==> src/rtl/window_scheduler_pkg.sv <==
// Shared scheduler types and default window geometry.
// The defaults are also used by the CAR filterbank chain.
package window_scheduler_pkg;

  typedef enum logic [1:0] {
    SCH_FILL,
    SCH_START,
    SCH_WAIT,
    SCH_CLEAR
  } sched_state_t;

  localparam int DEF_SAMPLING_RATE = 48;
  localparam int DEF_TIME_WINDOW   = 10;
  localparam int CNT_W             = 16;

endpackage

==> src/rtl/window_scheduler_sat_counter.sv <==
// Saturating up-counter with synchronous clear.
// The counter holds at all-ones and never wraps.
module window_scheduler_sat_counter #(
  parameter int WIDTH = 16
) (
  input  logic             clk,
  input  logic             clear,
  input  logic             inc,
  output logic [WIDTH-1:0] value
);

  localparam logic [WIDTH-1:0] ONE  = WIDTH'(1);
  localparam logic [WIDTH-1:0] FULL = '1;

  always_ff @(posedge clk) begin
    if (clear) begin
      value <= '0;
    end else if (inc && (value != FULL)) begin
      value <= value + ONE;
    end
  end

endmodule

==> src/rtl/window_scheduler.sv <==
// Per-window sequencer: fill samples, run one CNN inference,
// then clear the CAR RAMs before reopening the window.
module window_scheduler
  import window_scheduler_pkg::*;
#(
  parameter int SAMPLING_RATE  = DEF_SAMPLING_RATE,
  parameter int TIME_WINDOW    = DEF_TIME_WINDOW,
  parameter int CLEAR_CYCLES   = 4,
  parameter int TIMEOUT_CYCLES = 4096
) (
  input  logic        clk_i,
  input  logic        rst_i,
  input  logic        sound_valid_i,
  output logic        sample_accept_o,
  output logic [15:0] count_samples_o,
  output logic        infer_start_o,
  input  logic        infer_done_i,
  output logic        ram_clear_o,
  output logic [15:0] window_cnt_o,
  output logic [15:0] overrun_cnt_o,
  output logic        timeout_o
);

  localparam int TOTAL_SAMPLES = SAMPLING_RATE * TIME_WINDOW;

  localparam logic [15:0] TOTAL16  = 16'(TOTAL_SAMPLES);
  localparam logic [15:0] CLR_LAST = 16'(CLEAR_CYCLES - 1);
  localparam logic [15:0] TMO_LAST = 16'(TIMEOUT_CYCLES - 1);
  localparam logic [15:0] ONE16    = 16'd1;
  localparam bit          TMO_ON   = (TIMEOUT_CYCLES != 0);

  if (TOTAL_SAMPLES > 65535 || TOTAL_SAMPLES < 1) begin : g_total_chk
    $error("TOTAL_SAMPLES must be in 1..65535");
  end

  if (CLEAR_CYCLES < 1) begin : g_clear_chk
    $error("CLEAR_CYCLES must be at least 1");
  end

  sched_state_t state;
  sched_state_t state_nx;

  logic [15:0] count_nx;
  logic [15:0] tmo;
  logic [15:0] tmo_nx;
  logic [15:0] clr;
  logic [15:0] clr_nx;
  logic [15:0] win_nx;
  logic        timeout_nx;
  logic        overrun;

  assign sample_accept_o = (state == SCH_FILL);
  assign overrun = sound_valid_i && (state != SCH_FILL);

  always_comb begin
    state_nx   = state;
    count_nx   = count_samples_o;
    tmo_nx     = '0;
    clr_nx     = '0;
    win_nx     = window_cnt_o;
    timeout_nx = timeout_o;
    unique case (state)
      SCH_FILL: begin
        if (sound_valid_i) begin
          count_nx = count_samples_o + ONE16;
          if (count_nx == TOTAL16) begin
            state_nx = SCH_START;
          end
        end
      end
      SCH_START: begin
        state_nx = SCH_WAIT;
      end
      SCH_WAIT: begin
        // A done pulse takes priority over a timeout on the same cycle
        if (infer_done_i) begin
          state_nx = SCH_CLEAR;
          win_nx   = window_cnt_o + ONE16;
        end else if (TMO_ON && (tmo == TMO_LAST)) begin
          state_nx   = SCH_CLEAR;
          timeout_nx = 1'b1;
        end else begin
          tmo_nx = tmo + ONE16;
        end
      end
      SCH_CLEAR: begin
        if (clr == CLR_LAST) begin
          state_nx = SCH_FILL;
          count_nx = '0;
        end else begin
          clr_nx = clr + ONE16;
        end
      end
    endcase
  end

  always_ff @(posedge clk_i) begin
    if (rst_i) begin
      state           <= SCH_FILL;
      count_samples_o <= '0;
      tmo             <= '0;
      clr             <= '0;
      window_cnt_o    <= '0;
      timeout_o       <= 1'b0;
      infer_start_o   <= 1'b0;
      ram_clear_o     <= 1'b0;
    end else begin
      state           <= state_nx;
      count_samples_o <= count_nx;
      tmo             <= tmo_nx;
      clr             <= clr_nx;
      window_cnt_o    <= win_nx;
      timeout_o       <= timeout_nx;
      // Registered strobes line up with the state they announce
      infer_start_o   <= (state_nx == SCH_START);
      ram_clear_o     <= (state_nx == SCH_CLEAR);
    end
  end

  window_scheduler_sat_counter #(
    .WIDTH(16)
  ) u_overrun (
    .clk   (clk_i),
    .clear (rst_i),
    .inc   (overrun),
    .value (overrun_cnt_o)
  );

endmodule

==> config.mk <==
export PLATFORM = sky130hd
export DESIGN_NAME = window_scheduler
export DESIGN_NICKNAME = d
export VERILOG_FILES = /design/src/rtl/window_scheduler_pkg.sv /design/src/rtl/window_scheduler_sat_counter.sv /design/src/rtl/window_scheduler.sv
export SDC_FILE = /design/constraint.sdc
export NUM_CORES = 1
export LEC_CHECK = 0
export CORE_MARGIN = 3
export CORE_UTILIZATION = 40
export DETAILED_ROUTE_END_ITERATION = 10
export MAX_ROUTING_LAYER = met4
export PLACE_DENSITY = 0.68
export SYNTH_ARGS = -nofsm -noshare
export SYNTH_HDL_FRONTEND = slang
export SYNTH_SLANG_ARGS = --single-unit
==> constraint.sdc <==
create_clock -name clk_i -period 3.1 [get_ports clk_i]
set_clock_uncertainty 0.2 [all_clocks]
set_input_delay 0.775 -clock clk_i [delete_from_list [all_inputs] [get_ports clk_i]]
set_output_delay 0.775 -clock clk_i [all_outputs]
set_load 0.1 [all_outputs]
======== Yosys cells after proc, flatten, opt, wreduce, memory -nomap -nowiden ========
Cells that the tools add are included.
word-level totals
  register bits ........................... 85
cells by class
  reductions and logical operators ........ 10
  eq/ne operators ......................... 11
  add/sub/neg operators ................... 5
  multiplexer cells ....................... 9
  bitwise logic cells ..................... 3
operators with widths
  operator               count
  $add 16x1->16 const B  5
  $mux 16                2
  $pmux 16 s2            1
  $eq 16x12->1 const B   1
  $eq 16x2->1 const B    1
  $eq 16x9->1 const B    1
  $ne 16x16->1 const B   1
  $mux 2                 5
  $pmux 2 s4             1
  $eq 2x2->1 const B     3
  $reduce_and 3->1       2
  $eq 2x1->1 const B     2
  $ne 2x2->1 const B     2
  $reduce_bool 2->1      2
  $reduce_or 4->1        1
  $not 1->1              3
  $reduce_or 3->1        1
  $logic_and 1x1->1      2
  $logic_not 2->1        1
  $reduce_and 2->1       1

======== Depth between registers and ports, before layout ========
Gate-level depths: netlist of run 1.
  word-level depth ........................ 6
  depth in mapped cells ................... 7

======== Modules after synthesis ========
From an unflattened synthesis of run 1, not the netlist that was laid out.
unflattened totals
  cells, all modules ...................... 480
  area, all modules ....................... 4,060.1 sq um
modules (own cells, without submodules)
  module                        cells each  instances  area each (sq um)
  window_scheduler              381         1          3,211.8
  window_scheduler_sat_counter  99          1          848.3

======== Worst setup path after synthesis of run 1 ========
No wires, ideal clock.
  path type ............................... register to register
  start ................................... register state[1]
  end ..................................... register count_samples_o[4]
  data required time ...................... 2.825 ns
  setup slack ............................. 0.141 ns
  cell stages (with the launch flop) ...... 7
  data arrival time ....................... 2.684 ns
  period minus slack after synthesis ...... 2.959 ns
  path buffers ............................ 2
  cell sequence ........................... dfxtp_1 buf_4 nor2_1 nand2_1 clkbuf_1 or3_1 a31oi_1
between the ends
  longest elaborated chain between the ends .. 3
RTL lines
  item                                                              line                     text
  start: declaration                                                window_scheduler.sv:40   sched_state_t state;
  start signal: assignment                                          window_scheduler.sv:108  state <= state_nx;
  $logic_not 2->1 (*)                                               --
  via sample_accept_o                                               window_scheduler.sv:14   output logic sample_accept_o,
  $ne 2x2->1 (no line) / $reduce_bool 2->1 (equally long branches)  --
  $reduce_and 3->1 (no line)                                        --
  end signal: assignment                                            window_scheduler.sv:109  count_samples_o <= count_nx;
  end: declaration                                                  window_scheduler.sv:15   output logic [15:0] count_samples_o,
The timed path passes the listed nets; every way through them passes the cells marked *.
A chain may end at the register's enable or synchronous reset.

======== Worst setup path in the final report of run 1 ========
  start ................................... register state[0]
  end ..................................... output sample_accept_o
between the ends
  longest elaborated chain between the ends .. 1
RTL lines
  item              line                    text
  $logic_not 2->1   window_scheduler.sv:52  assign sample_accept_o = (state == SCH_FILL);
  end: declaration  window_scheduler.sv:14
Every way passes these cells.

==> impl_results.rst, run 1 <==
.. list-table::
   :header-rows: 1

   * - Metric
     - Value
   * - Worst supply voltage drop on vdd
     - 0.222 mV
   * - # H-tree levels
     - 3
   * - Post-route cell area
     - 4910 um^2
   * - Delay of the slowest cell on the worst path
     - 440 ps
   * - Worst hold slack
     - 260 ps
   * - Synthesis Warnings
     - 0
   * - Initial core utilization
     - 42.1%
   * - Unrepaired setup endpoints after global routing
     - no
   * - Synthesized-area fraction occupied by adder cells
     - 1.78%
   * - Synthesized-area fraction occupied by ao, oa, aoi and oai cells
     - 10.5%
   * - Worst hold path depth
     - 1
   * - DIE HEIGHT
     - 109 um
   * - Critical-path top delay cell
     - dfxtp_1
   * - Signed area change from the synthesized netlist to the final layout
     - 16.6%
   * - Maximum number of pins on one net before global-route repair
     - 35
   * - Routed vias/inst
     - 5.32
   * - Share of the yosys chip area belonging to registers
     - 40.4%
   * - Leakage
     - 1.67 nW
   * - Clock buffer depth
     - 2
   * - Number of inserted diodes
     - 0
   * - Synth Instances
     - 490
   * - Flip-flop and latch count after synthesis
     - 85
   * - Total wire length after detailed routing
     - 8990 um
   * - Simple-gate portion of the synthesized area
     - 31.1%
   * - Post-synthesis instance area
     - 4210 um^2
   * - Number of I/O pins
     - 56
   * - DPL Wire Length
     - 6520 um
   * - Nets
     - 552
   * - Post-DRT Antenna Nets
     - 0
   * - Library cells used by synthesis
     - 59
   * - Instance area at placement
     - 4740 um^2
   * - Summed negative setup slack over all endpoints
     - 0 ps
   * - Max Transition Viols Final
     - 0
   * - Register-to-register setup slack
     - 770 ps
   * - Count of input and output buffers
     - 55
   * - Cell row count
     - 36
   * - Worst hold endpoint
     - clr[0]
   * - Count of hold buffers inserted by post-cts repair
     - 0
   * - CTS Sinks
     - 85
   * - Final number of hold-violating endpoints
     - 0
   * - Via count of the first global-routing pass
     - 3,325
   * - Highest Clock Rate
     - 408 MHz
   * - Avg Synthesized Cell Area
     - 8.59 um^2
   * - Xor/xnor cell area share of the yosys netlist
     - 11.9%
   * - Antenna violations before repair
     - 0
   * - Cell total after placement
     - 664
   * - Commonest cells after routing, fill and taps aside
     - nor2_1, dfxtp_1, buf_4
   * - Type of the worst setup path
     - reg -> out
   * - Gpl congestion
     - 0.880
   * - Leading cell type in the layout, fill and taps excluded
     - nor2_1
   * - Largest fanout on the critical path
     - 9
   * - Power density cells
     - 377 nW/um^2
   * - Post-synthesis mux area share
     - 1.19%
   * - Ratio of cells with drive above 1 in the final layout
     - 17.9%
   * - Length of the first detailed-routing pass in iterations
     - 4
   * - Post-Syn Nets
     - 500
   * - CTS tree
     - yes
   * - Worst EP required
     - 2120 ps
   * - Number of DRC markers in iteration 0
     - 94
   * - Die area
     - 11,800 um^2
   * - Core outline area
     - 10000 um^2
   * - Post-cts gate resize count
     - 0
   * - Clock Tree Root
     - clkbuf_8
   * - Global-route wire length before repair
     - 15,500 um
   * - Post-layout utilization of the core
     - 49.1%
   * - Kind of start point of the critical path
     - flip-flop
   * - Startpoint of the tightest hold check path
     - clr[0]
   * - Die width
     - 109 um
   * - Worst flop-to-flop path endpoint
     - infer_start_o
   * - Max-capacitance violation count
     - 0
   * - Finished Layout Cells
     - 679
   * - Async set-reset flop share out of synthesis
     - 0%
   * - Wire per inst
     - 13.2 um
   * - # setup viols final
     - 0
   * - Crit path cell chain
     - nor2_1, buf_4
   * - Total routing usage reported by global routing
     - 16.4%
   * - Path class of the lowest-slack min-delay path
     - reg -> reg
   * - Final worst setup slack
     - 651 ps
   * - Clock buffer count from CTS
     - 9
   * - Status
     - complete, no violations
   * - Depth of the worst register-to-register path
     - 6
   * - GRT Residual Overflow
     - 0
   * - Most used flip-flop cell after synthesis
     - dfxtp_1
   * - Post-Place Worst Slack
     - 394 ps
   * - Remaining routing DRC violations
     - 0
   * - Overall power of the completed layout
     - 1.85 mW
   * - Clock-pin slew reported for the worst setup and hold paths after clock tree synthesis
     - 80 ps
   * - Signal arrival time at the worst endpoint
     - 1470 ps
   * - Vias after detailed routing
     - 3,614
   * - Largest family of logic cells by synthesized area
     - simple AND/OR/NAND/NOR gates
   * - Buffers inserted by post-CTS timing repair
     - 0
   * - Worst reg2reg startpoint
     - count_samples_o[1]
   * - Worst-margin pin slew
     - 599 ps
   * - CP endpoint kind
     - output port
   * - Number of synthesized flops with an enable pin
     - 0
   * - Fin crit period
     - 2450 ps
   * - Clock insertion delay at the later pin of the skew report
     - 340 ps
   * - Final cycle utilization of the critical path
     - 79.0%
   * - Max-slew headroom at the worst pin
     - 59.9%
layer usage:
| layer | share of wire (%) | track usage (%) |
|---|---|---|
| met1 | 49 | 21.4 |
| met2 | 46 | 26.1 |
| met3 | 4.5 | 3.70 |
| met4 | 0.77 | 3.79 |
| met5 | 0 | - |
report_power, final:
group	internal, mW	switching, mW	total (mW)
clock network	0.306	0.381	0.687
registers	1.09	0.00345	1.10
logic	0.0188	0.0480	0.0667
worst max-delay path: cells and delay by family, from the launching register on:
kind / cells / cell delay (ps)
and+or+nand+nor: 1 / 320
buffers and inverters: 1 / 360
DFF: 1 / 440
synth_stat cells, types with 7 or more instances:
cell / count / area share [%]
nor2_1: 90 / 8.0
dfxtp_1: 85 / 40
xnor2_1: 37 / 7.7
nand2_1: 33 / 2.9
nand3_1: 25 / 3.0
xor2_1: 20 / 4.2
a21oi_1: 18 / 2.1
nand4_1: 16 / 2.4
nor3_1: 16 / 1.9
o21ai_0: 11 / 1.3
clkbuf_1: 9 / 0.80
inv_1: 8 / 0.71
or3_1: 8 / 1.2
a211oi_1: 7 / 1.2
and3_1: 7 / 1.0
buf_2: 7 / 0.83
worst max-delay path by stage:
stage / endpoint / cells past startpoint / startpoint
2_1_floorplan: count_samples_o[4] / 6 / state[1]
5_1_grt: infer_start_o / 6 / count_samples_o[1]
3_3_place_gp: u_overrun.value[9] / 6 / sound_valid_i
3_5_place_dp: u_overrun.value[11] / 6 / sound_valid_i
4_1_cts: sample_accept_o / 2 / state[1]
6_report: sample_accept_o / 2 / state[0]
cells by family after synthesis:
kind of cell,Yosys count
AO/OA/AOI/OAI,64
XOR/XNOR,57
adder cells (fa/ha/maj),6
buffers and inverters,29
flip-flops,85
multiplexers,5
AND/OR/NAND/NOR,244
final cells by class:
type,count,area (um^2)
repair buffers,62,468
clock inverters,4,25.0
inverters,8,30.0
clock buffers,11,141
multi-input cells,376,2370
flip-flops and latches,85,1700
fillers,993,5090
well taps,133,166
registers in the layout, indices dropped and copies added, names as in the netlist:
name	flops
u_overrun.value	16
count_samples_o	16
clr	16
ram_clear_o	1
timeout_o	1
window_cnt_o	16
tmo	16
state	2
infer_start_o	1
No activity file was read; power rests on OpenSTA's default activity.
==> inputs of run 2 (changes only) <==
--- a/config.mk
+++ b/config.mk
@@ -9,7 +9,7 @@
 export CORE_UTILIZATION = 40
 export DETAILED_ROUTE_END_ITERATION = 10
 export MAX_ROUTING_LAYER = met4
-export PLACE_DENSITY = 0.68
+export PLACE_DENSITY = 0.7
 export SYNTH_ARGS = -nofsm -noshare
 export SYNTH_HDL_FRONTEND = slang
 export SYNTH_SLANG_ARGS = --single-unit
==> constraint.sdc (replaced) <==
create_clock -name clk_i -period 2.1 [get_ports clk_i]
set_clock_uncertainty 0.2 [all_clocks]
set_input_delay 0.525 -clock clk_i [delete_from_list [all_inputs] [get_ports clk_i]]
set_output_delay 0.525 -clock clk_i [all_outputs]
set_load 0.1 [all_outputs]
==> run 2 against run 1 <==
Against the previous run: global-route usage rose by 1.2 points; total power grew 54%; register-to-register slack lost 610 ps; via count up 3.5%; sequential share of layout area fell by 4.6 points.
==> impl_results.rst, run 2 (synthesis results as in run 1) <==
.. list-table::
   :header-rows: 1

   * - Metric
     - Value
   * - Number of DRC markers in iteration 0
     - 100 (+6.4%)
   * - Clock Tree Root
     - clkbuf_8
   * - Worst hold slack
     - 260 ps (-0.551 ps)
   * - Worst-margin pin slew
     - 457 ps (-142 ps)
   * - Initial core utilization
     - 42.1% (unchanged)
   * - Worst EP required
     - 2140 ps (+20 ps)
   * - Worst hold path depth
     - 1 (unchanged)
   * - Post-route cell area
     - 5910 um^2 (+20%)
   * - Met2 Use GR
     - 29.1% (+3.0 points)
   * - Post-DRT Antenna Nets
     - 0 (unchanged)
   * - Post-Place Worst Slack
     - -342 ps (-735 ps)
   * - Vias after detailed routing
     - 3,742 (+3.5%)
   * - Global routing usage on met1
     - 21.9% (+0.46 points)
   * - Length of the first detailed-routing pass in iterations
     - 4 (unchanged)
   * - Cell total after placement
     - 689 (+3.8%)
   * - Type of the worst setup path
     - in -> reg
   * - Commonest cells after routing, fill and taps aside
     - nor2_1, buf_12, dfxtp_1
   * - Count of hold buffers inserted by post-cts repair
     - 0 (unchanged)
   * - # H-tree levels
     - 3 (unchanged)
   * - Max Transition Viols Final
     - 0 (unchanged)
   * - Final cycle utilization of the critical path
     - 96.0%
   * - Clock buffer count from CTS
     - 9 (unchanged)
   * - Global-route wire length before repair
     - 16,400 um (+6.4%)
   * - Via count of the first global-routing pass
     - 3,600 (+8.3%)
   * - Final number of hold-violating endpoints
     - 0 (unchanged)
   * - Startpoint of the tightest hold check path
     - clr[0]
   * - Buffers inserted by post-CTS timing repair
     - 0 (unchanged)
   * - Summed negative setup slack over all endpoints
     - 0 ps (unchanged)
   * - Max-capacitance violation count
     - 0 (unchanged)
   * - Clock buffer depth
     - 2 (unchanged)
   * - Overall power of the completed layout
     - 2.84 mW (+54%)
   * - CTS Sinks
     - 85 (unchanged)
   * - Post-layout utilization of the core
     - 59.1% (+10 points)
   * - Highest Clock Rate
     - 496 MHz
   * - DPL Wire Length
     - 7280 um (+12%)
   * - Die area
     - 11,800 um^2 (unchanged)
   * - Remaining routing DRC violations
     - 0 (unchanged)
   * - Number of inserted diodes
     - 0 (unchanged)
   * - Path class of the lowest-slack min-delay path
     - reg -> reg
   * - Max-slew headroom at the worst pin
     - 69.1% (+9.2 points)
   * - Worst hold endpoint
     - clr[0]
   * - Fin crit period
     - 2020 ps
   * - Final worst setup slack
     - 83.9 ps (-567 ps)
   * - Number of I/O pins
     - 56 (unchanged)
   * - GRT Residual Overflow
     - 0 (unchanged)
   * - Clock-pin slew reported for the worst setup and hold paths after clock tree synthesis
     - 90 ps (about the same)
   * - Layer carrying the most global-route usage
     - met2
   * - Antenna violations before repair
     - 0 (unchanged)
   * - DIE HEIGHT
     - 109 um (unchanged)
   * - Met3 Resource Use GR
     - 2.75% (-0.96 points)
   * - Ratio of cells with drive above 1 in the final layout
     - 29.9% (+12 points)
   * - CTS tree
     - yes
   * - Worst supply voltage drop on vdd
     - 0.268 mV (+21%)
   * - Gpl congestion
     - 0.860 (-2.3%)
   * - Kind of start point of the critical path
     - primary input
   * - Finished Layout Cells
     - 705 (+3.8%)
   * - Instance area at placement
     - 5680 um^2 (+20%)
   * - Largest fanout on the critical path
     - 6 (-3)
   * - # setup viols final
     - 0 (unchanged)
   * - Cell row count
     - 36 (unchanged)
   * - Depth of the worst register-to-register path
     - 7 (+1)
   * - Clock insertion delay at the later pin of the skew report
     - 350 ps (about the same)
   * - Maximum number of pins on one net before global-route repair
     - 28 (-20%)
   * - Status
     - complete, no violations
   * - Nets
     - 577 (+4.5%)
   * - Core outline area
     - 10000 um^2 (unchanged)
   * - Leading cell type in the layout, fill and taps excluded
     - nor2_1
   * - Routed vias/inst
     - 5.31 (-0.28%)
   * - Total wire length after detailed routing
     - 9680 um (+7.7%)
   * - Wire per inst
     - 13.7 um (+3.7%)
   * - Worst flop-to-flop path endpoint
     - count_samples_o[10]
   * - Register-to-register setup slack
     - 160 ps (-610 ps)
   * - Leakage
     - 2.01 nW (+20%)
   * - Unrepaired setup endpoints after global routing
     - no
   * - Count of input and output buffers
     - 55 (unchanged)
   * - Power density cells
     - 481 nW/um^2 (+28%)
   * - Signal arrival time at the worst endpoint
     - 2050 ps (+580 ps)
   * - CP endpoint kind
     - flip-flop
   * - Worst reg2reg startpoint
     - clr[0]
   * - Die width
     - 109 um (unchanged)
   * - Total routing usage reported by global routing
     - 17.6% (+1.2 points)
   * - Signed area change from the synthesized netlist to the final layout
     - 40.3%
==> run 2: cell count changes in the layout (fill, tap and decap cells not counted), sizes merged <==
| cell | previous run | this run |
|---|---|---|
| clkinv | 2 | 4 |
| inv | 8 | 9 |
| clkbuf | 11 | 10 |
| buf | 60 | 85 |
| clkinvlp | 2 | 1 |
==> run 2: worst max-delay path, cell delays in order <==
cell and delay (ps):
clkdlybuf4s50_1 560, o21ai_2 140, nor4_1 280, buf_4 190, o2111ai_1 140, xor2_1 180, nor2_1 60
==> run 2: worst max-delay path by stage <==
stage	endpoint	from	slack, ps	cells past startpoint
3_3_place_gp	u_overrun.value[9]	sound_valid_i	-290	6
3_5_place_dp	u_overrun.value[9]	sound_valid_i	-340	6
2_1_floorplan	infer_start_o	count_samples_o[9]	9	5
5_1_grt	u_overrun.value[8]	sound_valid_i	5	6
4_1_cts	u_overrun.value[9]	sound_valid_i	40	6
6_report	u_overrun.value[15]	sound_valid_i	80	7
==> run 2: final cells by class <==
| type | instances | area [um^2] |
|---|---|---|
| fillers | 862 | 4090 |
| multi-input cells | 376 | 2420 |
| flip-flops and latches | 85 | 1780 |
| repair buffers | 87 | 1320 |
| well taps | 133 | 166 |
| clock buffers | 10 | 149 |
| clock inverters | 6 | 43.8 |
| inverters | 8 | 30.0 |
==> run 2: per-layer routing <==
| layer | vias up | wire [um] |
|---|---|---|
| li1 | 1876 | - |
| met1 | 1769 | 4360 |
| met2 | 84 | 4790 |
| met3 | 13 | 380 |
| met4 | 0 | 142 |
| met5 | - | 0 |
==> run 2: where the power goes <==
part	switching (mW)	total [mW]	internal, mW
clock	0.606	1.11	0.506
combinational	0.0778	0.123	0.0450
sequential	0.00483	1.61	1.60
==> run 2: what timing repair did <==
item	in CTS	in global routing
hold endpoints to repair	0	0
setup endpoints to repair	0	5
resized for setup	0	6
==> inputs of run 3 (changes only) <==
--- a/config.mk
+++ b/config.mk
@@ -5,11 +5,13 @@
 export SDC_FILE = /design/constraint.sdc
 export NUM_CORES = 1
 export LEC_CHECK = 0
+export ABC_AREA = 1
 export CORE_MARGIN = 3
 export CORE_UTILIZATION = 40
 export DETAILED_ROUTE_END_ITERATION = 10
 export MAX_ROUTING_LAYER = met4
-export PLACE_DENSITY = 0.7
+export PLACE_DENSITY = 0.71
+export SETUP_SLACK_MARGIN = 0.5
 export SYNTH_ARGS = -nofsm -noshare
 export SYNTH_HDL_FRONTEND = slang
 export SYNTH_SLANG_ARGS = --single-unit
==> run 3 against run 2 <==
Against the previous run: sequential share of layout area down 4.7 points; global-route usage up 4.3 points; worst hold slack better by 4.5 ps; critical endpoint is now infer_start_o; design area up 29%; largest power group unchanged.
==> impl_results.rst, run 3 <==
.. list-table::
   :header-rows: 1

   * - Metric
     - Value
   * - Commonest cells after routing, fill and taps aside
     - nand2_1, buf_4, dfxtp_4
   * - Proportion of total power due to net switching
     - 24.2% (about the same)
   * - Power density cells
     - 377 nW/um^2 (-22%)
   * - CTS tree
     - yes
   * - Final number of hold-violating endpoints
     - 0 (unchanged)
   * - Simple-gate portion of the synthesized area
     - 33.8% (+2.7 points)
   * - Leading cell type in the layout, fill and taps excluded
     - nand2_1
   * - Clock Tree Root
     - clkbuf_8
   * - Final cycle utilization of the critical path
     - 87.9% (-8.1 points)
   * - Depth of the worst register-to-register path
     - 11 (+4)
   * - Proportion of power drawn by combinational gates
     - 5.1% (+0.8 points)
   * - Cell row count
     - 36 (unchanged)
   * - Cell with the most instances after synthesis
     - nand2_1
   * - Flip-flop and latch count after synthesis
     - 85 (unchanged)
   * - Global-route wire length before repair
     - 20,300 um (+23%)
   * - Async set-reset flop share out of synthesis
     - 0% (unchanged)
   * - Area taken by multi-input logic gates
     - 2930 um^2 (+21%)
   * - Fin crit period
     - 1850 ps (-171 ps)
   * - Combined flip-flop and latch cell area
     - 1930 um^2 (+8.6%)
   * - Worst-margin pin slew
     - 438 ps (-19.3 ps)
   * - CTS Sinks
     - 85 (unchanged)
   * - Synth area leaders
     - dfxtp_1, nand2_1, a21oi_1
   * - Status
     - complete, no violations
   * - Signal arrival time at the worst endpoint
     - 1930 ps (-120 ps)
   * - Most instantiated cells after synthesis
     - nand2_1, dfxtp_1, inv_1
   * - Number of synthesized flops with an enable pin
     - 0 (unchanged)
   * - Wire per inst
     - 15.7 um (+15%)
   * - Instance area at placement
     - 5830 um^2 (+2.6%)
   * - Largest fanout on the critical path
     - 4 (-2)
   * - Final worst setup slack
     - 255 ps (+171 ps)
   * - Leakage
     - 3.06 nW (+52%)
   * - Ratio of cells with drive above 1 in the final layout
     - 55.3% (+25 points)
   * - Library cells used by synthesis
     - 41 (-31%)
   * - Clock insertion delay at the later pin of the skew report
     - 370 ps (+20 ps)
   * - Post-DRT Antenna Nets
     - 0 (unchanged)
   * - Number of DRC markers in iteration 0
     - 196 (+96%)
   * - Post-Place Worst Slack
     - -112 ps (+230 ps)
   * - Largest family of logic cells by synthesized area
     - simple AND/OR/NAND/NOR gates
   * - Total wire length after detailed routing
     - 13,900 um (+43%)
   * - Number of inserted diodes
     - 0 (unchanged)
   * - Post-synthesis mux area share
     - 0% (-1.2 points)
   * - Count of fill cells added during filler insertion
     - 612 (-29%)
   * - Seq pwr share
     - 54.1% (-2.4 points)
   * - Count of hold buffers inserted by post-cts repair
     - 0 (unchanged)
   * - Clock-pin slew reported for the worst setup and hold paths after clock tree synthesis
     - 90 ps (about the same)
   * - Xor/xnor cell area share of the yosys netlist
     - 4.37% (-7.5 points)
   * - Routed vias/inst
     - 5.24 (-1.2%)
   * - Nets
     - 753 (+31%)
   * - Path class of the lowest-slack min-delay path
     - reg -> reg
   * - Most used flip-flop cell after synthesis
     - dfxtp_1
   * - Worst hold slack
     - 264 ps (+4.46 ps)
   * - Count of input and output buffers
     - 55 (unchanged)
   * - Cell-internal power
     - 2.17 mW (+0.81%)
   * - GRT Residual Overflow
     - 0 (unchanged)
   * - CP endpoint kind
     - flip-flop
   * - Max-capacitance violation count
     - 0 (unchanged)
   * - Antenna violations before repair
     - 0 (unchanged)
   * - Clock buffer count from CTS
     - 9 (unchanged)
   * - Part of the total power dissipated in the clock network
     - 40.8% (+1.7 points)
   * - Summed negative setup slack over all endpoints
     - 0 ps (unchanged)
   * - Maximum number of pins on one net before global-route repair
     - 17 (-39%)
   * - Worst supply voltage drop on vdd
     - 0.364 mV (+36%)
   * - Portion of synthesized cell area occupied by the leading cell type
     - 40.7% (+0.31 points)
   * - Synthesized-area fraction occupied by ao, oa, aoi and oai cells
     - 11.8% (+1.3 points)
   * - Worst hold path depth
     - 1 (unchanged)
   * - Core outline area
     - 9950 um^2 (-0.45%)
   * - Post-route cell area
     - 7590 um^2 (+29%)
   * - Number of I/O pins
     - 56 (unchanged)
   * - Unrepaired setup endpoints after global routing
     - yes
   * - Via count of the first global-routing pass
     - 4,491 (+25%)
   * - Length of the first detailed-routing pass in iterations
     - 5 (+1)
   * - Max Transition Viols Final
     - 0 (unchanged)
   * - Initial core utilization
     - 42.0% (-0.14 points)
   * - Type of the worst setup path
     - reg -> reg
   * - Die width
     - 108 um (-0.37%)
   * - Synth Instances
     - 573 (+17%)
   * - Highest Clock Rate
     - 542 MHz (+9.3%)
   * - DPL Wire Length
     - 7470 um (+2.6%)
   * - Post-synthesis instance area
     - 4180 um^2 (-0.77%)
   * - Post-synth top area cell
     - dfxtp_1
   * - Avg Synthesized Cell Area
     - 7.29 um^2 (-15%)
   * - Worst EP required
     - 2180 ps (+40 ps)
   * - Kind of start point of the critical path
     - flip-flop
   * - Post-Syn Nets
     - 583 (+17%)
   * - Post-layout utilization of the core
     - 76.3% (+17 points)
   * - Total routing usage reported by global routing
     - 21.9% (+4.3 points)
   * - Vias after detailed routing
     - 4,618 (+23%)
   * - Synthesized-area fraction occupied by adder cells
     - 1.80% (+0.014 points)
   * - Signed area change from the synthesized netlist to the final layout
     - 81.8%
   * - Share of the yosys chip area belonging to registers
     - 40.7% (+0.31 points)
   * - Die area
     - 11,700 um^2 (-0.74%)
   * - Clock buffer depth
     - 2 (unchanged)
   * - Remaining routing DRC violations
     - 0 (unchanged)
   * - # H-tree levels
     - 3 (unchanged)
   * - Switching power total
     - 0.694 mW (+0.82%)
   * - # setup viols final
     - 0 (unchanged)
   * - Max-slew headroom at the worst pin
     - 70.5% (+1.4 points)
   * - Synthesis Warnings
     - 0 (unchanged)
   * - DIE HEIGHT
     - 108 um (-0.37%)
   * - Gpl congestion
     - 0.897 (+4.3%)
run 3: worst max-delay path, cell delays in order, from the launching register on:
cell     delay, ps
dfxtp_4        390
ha_4           180
nand2_4         70
nor2_4         160
nand2_4        110
nor2_4         110
nand2_2         60
nand2_1         70
nand2_1         60
nor2_2         100
nand3_2        110
a21oi_2        140
run 3: final timing paths:
kind,startpoint,to,slack [ps]
worst min-delay path,clr[0],clr[0],260
worst min register to register,clr[0],clr[0],260
worst max-delay path,count_samples_o[1],infer_start_o,250
worst max register to register,count_samples_o[1],infer_start_o,250
run 3: final cells by class:
type / count / area share (%)
Clock buffer: 14 / 2.42
Clock inverter: 2 / 0.165
Inverter: 70 / 3.72
Multi-Input combinational cell: 407 / 38.5
Sequential cell: 85 / 25.4
Tap cell: 133 / 2.19
Timing Repair Buffer: 169 / 27.5
Timing Repair inverter: 1 / 0.0988
run 3: cells by family after synthesis:
group | count (synthesis)
AO/OA/AOI/OAI | 92
XOR/XNOR | 20
adder cells (fa/ha/maj) | 6
buffers and inverters | 81
flip-flops | 85
AND/OR/NAND/NOR | 289
run 3: metrics by stage:
step | std cells | total power, mW
global route | 881 | 2.95
detailed placement | 769 | 1.74
global placement | 769 | 1.74
floorplan | 573 | 1.69
finish | 881 | 2.86
CTS | 862 | 2.86
run 3: per-layer routing:
layer / vias up / part of all wire [%] / GRT usage, %
li1: 2212 / - / -
met1: 2226 / 38 / 23.7
met2: 141 / 56 / 40.3
met3: 39 / 3.8 / 4.30
met4: 0 / 3.1 / 6.76
met5: - / 0 / -
run 3: power groups by stage:
stage	registers, mW	clock network (mW)	logic [mW]
floorplan	1.65	0	0.0447
global route	1.55	1.25	0.154
detailed placement	1.62	0	0.114
CTS	1.55	1.17	0.136
global placement	1.62	0	0.112
finish	1.55	1.17	0.147
run 3: what timing repair did:
| item | CTS | global route |
|---|---|---|
| resized for setup | 115 | 126 |
| setup endpoints to repair | 121 | 135 |
| setup buffers | 75 | 19 |
| pin swaps | 42 | 42 |
| cloned | 2 | 0 |
